File: src/rtl/fifo_wr_arb_pkg.sv
// Shared types and default sizing for the FIFO write-port arbiter.
package fifo_arb_pkg;

  typedef enum logic {
    IDLE  = 1'b0,
    GRANT = 1'b1
  } arb_state_e;

  localparam int unsigned NREQ_DEF      = 4;
  localparam int unsigned MAX_BEATS_DEF = 16;

endpackage

File: src/rtl/fifo_wr_arb_if.sv
// Requester and FIFO write-port signals of the arbiter, bundled for port passing.
interface fifo_wr_arb_if #(
  parameter int unsigned NREQ  = fifo_arb_pkg::NREQ_DEF,
  parameter type         dat_t = logic [7:0]
);

  localparam int unsigned IDW = $clog2(NREQ);

  logic [NREQ-1:0] req_put;
  dat_t            req_data [NREQ];
  logic [NREQ-1:0] req_last;
  logic [NREQ-1:0] req_rdy;
  dat_t            wdata;
  logic            wput;
  logic            wrdy;
  logic            gnt_vld;
  logic [IDW-1:0]  gnt_id;
  logic            err_ovr;

  modport master (
    input  req_put, req_data, req_last, wrdy,
    output req_rdy, wdata, wput, gnt_vld, gnt_id, err_ovr
  );

  modport slave (
    output req_put, req_data, req_last, wrdy,
    input  req_rdy, wdata, wput, gnt_vld, gnt_id, err_ovr
  );

endinterface

File: src/rtl/fifo_wr_arb_rr_pick.sv
// Combinational round-robin pick: first set request at or above ptr, wrapping.
module rr_pick #(
  parameter int unsigned NREQ = fifo_arb_pkg::NREQ_DEF
) (
  input  logic [NREQ-1:0]         req_i,
  input  logic [$clog2(NREQ)-1:0] ptr_i,
  output logic                    found_o,
  output logic [$clog2(NREQ)-1:0] idx_o
);

  localparam int unsigned IDW = $clog2(NREQ);

  int unsigned    pos;
  logic [IDW-1:0] cand;

  always_comb begin
    found_o = 1'b0;
    idx_o   = '0;
    pos     = 0;
    cand    = '0;
    for (int unsigned i = 0; i < NREQ; i++) begin
      pos = 32'(ptr_i) + i;
      if (pos >= NREQ) pos = pos - NREQ;
      cand = IDW'(pos);
      if (!found_o && req_i[cand]) begin
        found_o = 1'b1;
        idx_o   = cand;
      end
    end
  end

endmodule

File: src/rtl/fifo_wr_arb.sv
// Packet-atomic round-robin arbiter muxing NREQ requesters onto one FIFO write port.
module fifo_wr_arb
  import fifo_arb_pkg::*;
#(
  parameter int unsigned NREQ      = NREQ_DEF,
  parameter type         dat_t     = logic [7:0],
  parameter int unsigned MAX_BEATS = MAX_BEATS_DEF
) (
  input  logic           wclk,
  input  logic           wrst_n,
  fifo_wr_arb_if.master  bus
);

  localparam int unsigned IDW = $clog2(NREQ);
  localparam int unsigned CW  = $clog2(MAX_BEATS + 1);

  arb_state_e     state_q;
  logic [IDW-1:0] ptr_q;
  logic [IDW-1:0] gnt_id_q;
  logic [CW-1:0]  cnt_q;
  logic           err_q;

  logic           pick_found;
  logic [IDW-1:0] pick_id;
  logic [IDW-1:0] next_ptr;
  logic           xfer;
  logic           last_beat;
  logic           cap_beat;

  rr_pick #(.NREQ(NREQ)) u_pick (
    .req_i   (bus.req_put),
    .ptr_i   (ptr_q),
    .found_o (pick_found),
    .idx_o   (pick_id)
  );

  assign xfer      = (state_q == GRANT) && bus.req_put[gnt_id_q] && bus.wrdy;
  assign last_beat = bus.req_last[gnt_id_q];
  assign cap_beat  = (cnt_q == CW'(MAX_BEATS - 1));
  assign next_ptr  = (gnt_id_q == IDW'(NREQ - 1)) ? '0 : gnt_id_q + IDW'(1);

  always_ff @(posedge wclk or negedge wrst_n) begin
    if (!wrst_n) begin
      state_q  <= IDLE;
      ptr_q    <= '0;
      gnt_id_q <= '0;
      cnt_q    <= '0;
      err_q    <= 1'b0;
    end else begin
      err_q <= 1'b0;
      unique case (state_q)
        IDLE: begin
          if (pick_found) begin
            gnt_id_q <= pick_id;
            cnt_q    <= '0;
            state_q  <= GRANT;
          end
        end
        GRANT: begin
          if (xfer) begin
            cnt_q <= cnt_q + CW'(1);
            // A last beat on the cap boundary is a normal end, not an overrun.
            if (last_beat || cap_beat) begin
              state_q <= IDLE;
              ptr_q   <= next_ptr;
              err_q   <= !last_beat;
            end
          end
        end
        default: state_q <= IDLE;
      endcase
    end
  end

  // Write port follows the owner's handshake directly so a beat needs no extra stage.
  always_comb begin
    bus.wput    = 1'b0;
    bus.wdata   = dat_t'('0);
    bus.req_rdy = '0;
    if (state_q == GRANT) begin
      bus.wput              = bus.req_put[gnt_id_q];
      bus.wdata             = bus.req_data[gnt_id_q];
      bus.req_rdy[gnt_id_q] = bus.wrdy;
    end
  end

  assign bus.gnt_vld = (state_q == GRANT);
  assign bus.gnt_id  = gnt_id_q;
  assign bus.err_ovr = err_q;

endmodule

File: src/flat_wrapper.sv
// flat-port wrapper written by rule: the top's interface ports become plain ports
module fifo_wr_arb_flat import fifo_arb_pkg::*;
#(
  parameter int unsigned NREQ      = NREQ_DEF,
  parameter type         dat_t     = logic [7:0],
  parameter int unsigned MAX_BEATS = MAX_BEATS_DEF
)
  (wclk, wrst_n, bus_req_put, bus_req_data, bus_req_last, bus_wrdy, bus_req_rdy, bus_wdata, bus_wput, bus_gnt_vld, bus_gnt_id, bus_err_ovr);
  fifo_wr_arb_if #(.NREQ(NREQ), .dat_t(dat_t)) bus_i ();
  input  logic wclk;
  input  logic wrst_n;
  input wire logic [$bits(bus_i.req_put)-1:0] bus_req_put;
  input wire logic [$bits(bus_i.req_data)-1:0] bus_req_data;
  input wire logic [$bits(bus_i.req_last)-1:0] bus_req_last;
  input wire logic [$bits(bus_i.wrdy)-1:0] bus_wrdy;
  output wire logic [$bits(bus_i.req_rdy)-1:0] bus_req_rdy;
  output wire logic [$bits(bus_i.wdata)-1:0] bus_wdata;
  output wire logic [$bits(bus_i.wput)-1:0] bus_wput;
  output wire logic [$bits(bus_i.gnt_vld)-1:0] bus_gnt_vld;
  output wire logic [$bits(bus_i.gnt_id)-1:0] bus_gnt_id;
  output wire logic [$bits(bus_i.err_ovr)-1:0] bus_err_ovr;
  assign bus_i.req_put = bus_req_put;
  assign bus_i.req_data = {>>{bus_req_data}};
  assign bus_i.req_last = bus_req_last;
  assign bus_i.wrdy = bus_wrdy;
  assign bus_req_rdy = bus_i.req_rdy;
  assign bus_wdata = bus_i.wdata;
  assign bus_wput = bus_i.wput;
  assign bus_gnt_vld = bus_i.gnt_vld;
  assign bus_gnt_id = bus_i.gnt_id;
  assign bus_err_ovr = bus_i.err_ovr;
  fifo_wr_arb #(.NREQ(NREQ), .dat_t(dat_t), .MAX_BEATS(MAX_BEATS)) u_core (.wclk(wclk), .wrst_n(wrst_n), .bus(bus_i));
endmodule
File: config.mk
export PLATFORM = sky130hd
export DESIGN_NAME = fifo_wr_arb_flat
export DESIGN_NICKNAME = d
export VERILOG_FILES = /design/src/rtl/fifo_wr_arb_pkg.sv /design/src/rtl/fifo_wr_arb_if.sv /design/src/rtl/fifo_wr_arb_rr_pick.sv /design/src/rtl/fifo_wr_arb.sv /design/src/flat_wrapper.sv
export SDC_FILE = /design/constraint.sdc
export NUM_CORES = 1
export LEC_CHECK = 0
export BUFFER_PORTS_ARGS = -buffer_cell sky130_fd_sc_hd__buf_2
export CAP_MARGIN = 20
export CORE_MARGIN = 4
export CORE_UTILIZATION = 43
export CTS_BUF_LIST = sky130_fd_sc_hd__clkbuf_8 sky130_fd_sc_hd__clkbuf_16
export DETAILED_ROUTE_END_ITERATION = 10
export PLACE_DENSITY = 0.87
export SLEW_MARGIN = 5
export SYNTH_ARGS = -nofsm -noshare
export SYNTH_HDL_FRONTEND = slang
export SYNTH_SLANG_ARGS = --single-unit
export TNS_END_PERCENT = 50
File: constraint.sdc
create_clock -name wclk -period 2.25 [get_ports wclk]
set_input_delay 0.3375 -clock wclk [delete_from_list [all_inputs] [get_ports wclk]]
set_output_delay 0.3375 -clock wclk [all_outputs]
set_load 0.1 [all_outputs]
# ---- Yosys cells after proc, flatten, opt, wreduce, memory -nomap -nowiden
# Index checks and enable logic that the tools add are counted.
dict set report totals {
  regBits 11
  elab_cells 89
}
dict set report op_classes {
  n_eq_ne 4
  order_cmp 11
  add_sub_neg 9
  muxes 43
  n_bitwise 3
  n_reduce_logical 14
}
# op count
set op_table {}
lappend op_table {{$mux W8} 3}
lappend op_table {{$mux W1} 18}
lappend op_table {{$mux W2} 9}
lappend op_table {{$bmux W8 S2} 1}
lappend op_table {{$lt A2 B3 Y1 const B} 5}
lappend op_table {{$bmux W1 S2} 6}
lappend op_table {{$ge A3 B3 Y1 const B} 4}
lappend op_table {{$mux W5} 2}
lappend op_table {{$pmux W5 S2} 1}
lappend op_table {{$sub A2 B1 Y2 const B} 4}
lappend op_table {{$add A2 B2 Y3 const B} 2}
lappend op_table {{$logic_and A1 B1 Y1} 6}
lappend op_table {{$add A5 B1 Y5 const B} 1}
lappend op_table {{$eq A5 B4 Y1 const B} 1}
lappend op_table {{$and A4 B4 Y4} 1}
lappend op_table {{$logic_not A1 Y1} 4}
lappend op_table {{$mux W4} 1}
lappend op_table {{$reduce_and A2 Y1} 2}
lappend op_table {{$add A2 B1 Y3 const B} 1}
lappend op_table {{$ge A2 B3 Y1 const B} 1}
lappend op_table {{$not A2 Y3} 1}
lappend op_table {{$reduce_and A3 Y1} 1}
lappend op_table {{$add A2 B1 Y2 const B} 1}
lappend op_table {{$demux W1 S2} 1}
lappend op_table {{other kinds (7)} 7}

# ---- Depth between registers and ports, before layout
dict set report depth {
  ltp_word 16
  ltp_mapped 6
  mapped_depth_nobuf 6
}

# ---- Cells and area by module
# From an unflattened synthesis, not the netlist that was laid out.
dict set report hier_totals {
  hier_cells 107
  area_unflattened_um2 1081.0
}
# module seq_area_each_um2 area_each_um2 cells_per_inst n_inst
set by_module_without_submodules {}
lappend by_module_without_submodules {fifo_wr_arb 275.3 1003.5 92 1}
lappend by_module_without_submodules {rr_pick 0.0 77.6 15 1}

# ---- Worst setup path after synthesis
# Ideal clock, no wire load.
dict set report synth_path {
  path_type {reg-to-output}
  from {register u_core.gnt_id_q[1], in the netlist u_core.bus.gnt_id[1]}
  to {output port bus_wdata[0]}
  required_ns 1.913
  t_arrival_ns 2.529
  setup_slack_ns -0.617
  path_buffers 2
  path_stages_with_launch 5
  path_cell_list {dfrtp_1 -> buf_4 -> clkbuf_1 -> mux4_2 -> and2_1}
}
dict set report synth_between {
  elab_chain_len 5
}
# item line
set synth_lines {}
lappend synth_lines {{start: declaration} fifo_wr_arb.sv:19} ;# logic [IDW-1:0] gnt_id_q;
lappend synth_lines {{start signal: assignment} fifo_wr_arb.sv:54} ;# gnt_id_q <= pick_id;
lappend synth_lines {{$not A2 Y3 (implied by the code)} fifo_wr_arb.sv:82} ;# bus.wdata = bus.req_data[gnt_id_q];
lappend synth_lines {{$bmux W8 S2} fifo_wr_arb.sv:82}
lappend synth_lines {{$mux W8 (implied by the code) (2 in series)} fifo_wr_arb.sv:82}
lappend synth_lines {{$mux W8} fifo_wr_arb.sv:80} ;# if (state_q == GRANT) begin
lappend synth_lines {{end: declaration} flat_wrapper.sv:17} ;# output wire logic [$bits(bus_i.wdata)-1:0] bus_wdata;
# No other way between the ends. The select of a mux whose other input is x is not followed.

# ---- Worst setup path after layout
dict set report layout_path {
  from {register u_core.gnt_id_q[0], in the netlist u_core.bus.gnt_id[0]}
  to {output port bus_wdata[2]}
}
# The elaborated chain is that of the path after synthesis.

==> metrics list <==
- The final layout contains 207 nets.
- STA classifies the critical path endpoint as a primary output.
- Cells with a size suffix above 1 make up 56.7% of the layout.
* Final number of hold-violating endpoints: 0
- Number of buffers added by the clock tree synthesis step: 3
- Part of the cycle the worst path needs: 94.5%
- In the final timing run, aggregate negative setup slack is 0 ns.
* Final worst setup slack: 0.124 ns
- Number of cell rows: 17
- After detailed routing, the average wire length per cell comes to 14.1 um.
- Global routing usage summed across all routing layers: 16.2%
* Resized Gates After CTS: 0
- The number of global-route vias before repair came to 951.
- At the worst endpoint, the arrival time is 1.79 ns.
- After detailed routing, the number of remaining DRC violations is 0.
- The first global-routing pass estimated 4150 um of wire.
* Achievable Freq: 470 MHz
* Required time at the endpoint of the critical path: 1.91 ns
* Slew Limit Headroom: 66.6%
* Antenna diode count: 0
* Maximum count of clock buffers along a single path: 2
- Post-Synthesis Net Count: 147
- During placement, the flow inserted port buffers numbering 59.
- Before CTS, the worst setup slack after placement is 0.292 ns.
- Final Max Slew Viols: 0
- Clock sink count: 11
- In this run the vertical extent of the chip is 56.6 um.
- Of all nets on the critical path, the largest fanout is 12.
- The flow ran to the end, and the final reports show no timing, DRC or antenna violations.
* Depth of the worst register-to-register path: 5
- The floorplan step defined a die boundary enclosing 3200 um^2.
- Element type at the critical path start: flip-flop
* Register bit count reported by yosys: 11
- The worst hold path passes through 3 cells.
- Global routing finished with a remaining overflow of 0.
- Yosys mapped the design onto 30 distinct sky130hd cell types.
- Total iterations of the first detailed-routing run: 4
* Post-DR vias/cell: 5.44
* Total detailed-routing wirelength: 2620 um
- Hpwl dp: 2090 um
* Initial antenna violation count: 0
* Initial detailed-routing violation count: 31
- Final critical path time including I/O delays and setup: 2.13 ns
- CTS built an H-tree with a depth of 1.
- Synthesis produced a netlist whose cell count is 98.
- Final hold analysis gives a worst-case slack of 0.467 ns.
- Total number of vias: 1006
- Setup repair after global routing left no endpoint under its margin.
- Yosys warning total: 0
- Area of the core: 2230 um^2
* Starting density of the core: 45.5%
- After synthesis, the mean cell area works out to 10.4 um^2.
- From synthesis to final layout, the design area changed by 37.1%.
* Maximum number of pins on one net before global-route repair: 22
* CP Class: flip-flop to primary output
* Filler cells: 173
* Clk slew on worst S/H paths: 0.05 ns
- Die outline width: 56.6 um
* Clock Tree Root: sky130_fd_sc_hd__clkbuf_8
- Maximum Capacitance Violations: 0
* Worst Tran Pin Value: 0.501 ns
* Clock Latency Late Sink: 0.24 ns
- Syn Std Cell Area: 1020 um^2
* Sequential cell area fraction in the yosys report: 27.1%
- TritonCTS built the clock tree.
- Number of top-level pins: 60
- Routability-driven placement finished with a final weighted congestion of 0.805.
- The count of nets left with antenna violations once routing finished came out at 0.
* Worst clock skew: 0.000446 ns
- Setup violations remaining at the end of the flow were counted as 0.
* Worst min-delay path class: primary input to flip-flop
==> worst max-delay path, cell delays in order, from the launching register on <==
cell                      delay [ns]
sky130_fd_sc_hd__dfrtp_4        0.54
sky130_fd_sc_hd__mux4_2         0.53
sky130_fd_sc_hd__and2_2         0.20
sky130_fd_sc_hd__buf_2          0.28
==> routing by layer <==
| layer | vias to the layer above | track usage (%) | part of all wire [%] | wire, um |
|---|---|---|---|---|
| li1 | 478 | - | - | - |
| met1 | 467 | 16.2 | 35 | 923 |
| met2 | 57 | 27.9 | 47 | 1240 |
| met3 | 4 | 10.8 | 17 | 436 |
| met4 | 0 | 3.05 | 0.73 | 19 |
| met5 | - | 0 | 0 | 0 |
==> area by class of cell <==
class	instances	area [um^2]	area share, %
well taps	28	35.0	2.52
clock buffers	3	41.3	2.96
clock inverters	1	3.75	0.270
multi-input cells	76	698	50.1
repair buffers	61	313	22.5
flip-flops and latches	11	283	20.3
inverters	5	18.8	1.35
==> state kept, by name, indices dropped and copies added, names as in the netlist <==
signal and cells:
u_core.bus.err_ovr 1, u_core.bus.gnt_vld 1, u_core.bus.gnt_id 2, u_core.ptr_q 2, u_core.cnt_q 5
==> stage by stage <==
step,area (um^2),utilization (%),instances
floorplan,1040,-,98
global placement,1330,59.6,179
detailed placement,1330,59.6,179
CTS,1390,62.0,184
global route,1390,62.4,185
finish,1390,62.4,185
==> synth_stat cells (all sizes together) <==
library cell,count,share of area (%)
buf,4,2.8
mux2i,5,4.9
nand3b,2,1.5
nor2b,1,0.62
ha,6,7.4
a21oi,6,3.0
inv,5,1.8
o21a,1,0.74
nand2b,3,2.1
or4,1,0.74
and3,7,4.3
and2,9,5.5
o41ai,1,0.86
nand3,2,0.99
o31ai,1,0.74
nand4,1,0.62
o21ai,3,1.5
o311ai,1,2.6
clkbuf,2,0.74
o221ai,1,0.86
mux4,8,18
o22ai,1,2.0
mux2,3,4.1
nor2,4,1.5
dfrtp,11,27
nand2,9,3.3
==> cell families after synthesis <==
group                    count (synthesis)  synth area share (%)
AO/OA/AOI/OAI                           15                  12.2
adder cells (fa/ha/maj)                  6                  7.39
buffers and inverters                   11                  5.42
flip-flops                              11                  27.1
multiplexers                            16                  26.7
AND/OR/NAND/NOR                         39                  21.2
==> path summary, 6_finish.rpt <==
check	startpoint	end	slack, ns
hold reg to reg	u_core.cnt_q[3]$_DFFE_PN0P_	u_core.cnt_q[3]$_DFFE_PN0P_	0.47
setup reg to reg	u_core.bus.gnt_id[0]$_DFFE_PN0P_	u_core.ptr_q[0]$_DFFE_PN0P_	0.33
min in group asynchronous	wrst_n	u_core.cnt_q[1]$_DFFE_PN0P_	0.49
setup / recovery	u_core.bus.gnt_id[0]$_DFFE_PN0P_	bus_wdata[2]	0.12
max in group asynchronous	wrst_n	u_core.bus.gnt_id[1]$_DFFE_PN0P_	1.52
hold / removal	bus_req_put[1]	u_core.bus.gnt_id[0]$_DFFE_PN0P_	0.47
==> what timing repair did <==
action                                 4_1_cts  5_1_grt
setup buffers                                0        1
endpoints found under the hold margin       11        0
hold buffers                                 1        0
setup endpoints to repair                    0        8
==> layout by cell type, fill, tap and decap left out <==
| cell type | instances |
|---|---|
| sky130_fd_sc_hd__a21oi_1 | 6 |
| sky130_fd_sc_hd__and2_1 | 1 |
| sky130_fd_sc_hd__and2_2 | 8 |
| sky130_fd_sc_hd__and3_1 | 5 |
| sky130_fd_sc_hd__and3_2 | 2 |
| sky130_fd_sc_hd__buf_2 | 59 |
| sky130_fd_sc_hd__buf_4 | 1 |
| sky130_fd_sc_hd__clkbuf_8 | 3 |
| sky130_fd_sc_hd__dfrtp_1 | 9 |
| sky130_fd_sc_hd__dfrtp_4 | 2 |
| sky130_fd_sc_hd__dlygate4sd3_1 | 1 |
| sky130_fd_sc_hd__ha_1 | 6 |
| sky130_fd_sc_hd__inv_1 | 6 |
| sky130_fd_sc_hd__mux2_2 | 1 |
| sky130_fd_sc_hd__mux2_4 | 2 |
| sky130_fd_sc_hd__mux2i_1 | 5 |
| sky130_fd_sc_hd__mux4_2 | 8 |
| sky130_fd_sc_hd__nand2_1 | 9 |
| sky130_fd_sc_hd__nand2b_1 | 2 |
| sky130_fd_sc_hd__nand2b_2 | 1 |
| sky130_fd_sc_hd__nand3_1 | 2 |
| sky130_fd_sc_hd__nand3b_1 | 2 |
| sky130_fd_sc_hd__nand4_1 | 1 |
| sky130_fd_sc_hd__nor2_1 | 4 |
| sky130_fd_sc_hd__nor2b_1 | 1 |
| sky130_fd_sc_hd__o21a_1 | 1 |
| sky130_fd_sc_hd__o21ai_0 | 3 |
| sky130_fd_sc_hd__o221ai_1 | 1 |
| sky130_fd_sc_hd__o22ai_4 | 1 |
| sky130_fd_sc_hd__o311ai_4 | 1 |
| sky130_fd_sc_hd__o31ai_1 | 1 |
| sky130_fd_sc_hd__o41ai_1 | 1 |
| sky130_fd_sc_hd__or4_1 | 1 |
Power is left out: the tool's default activity adds up to more than one toggle a clock period on the data nets, which glitch-free logic cannot reach.
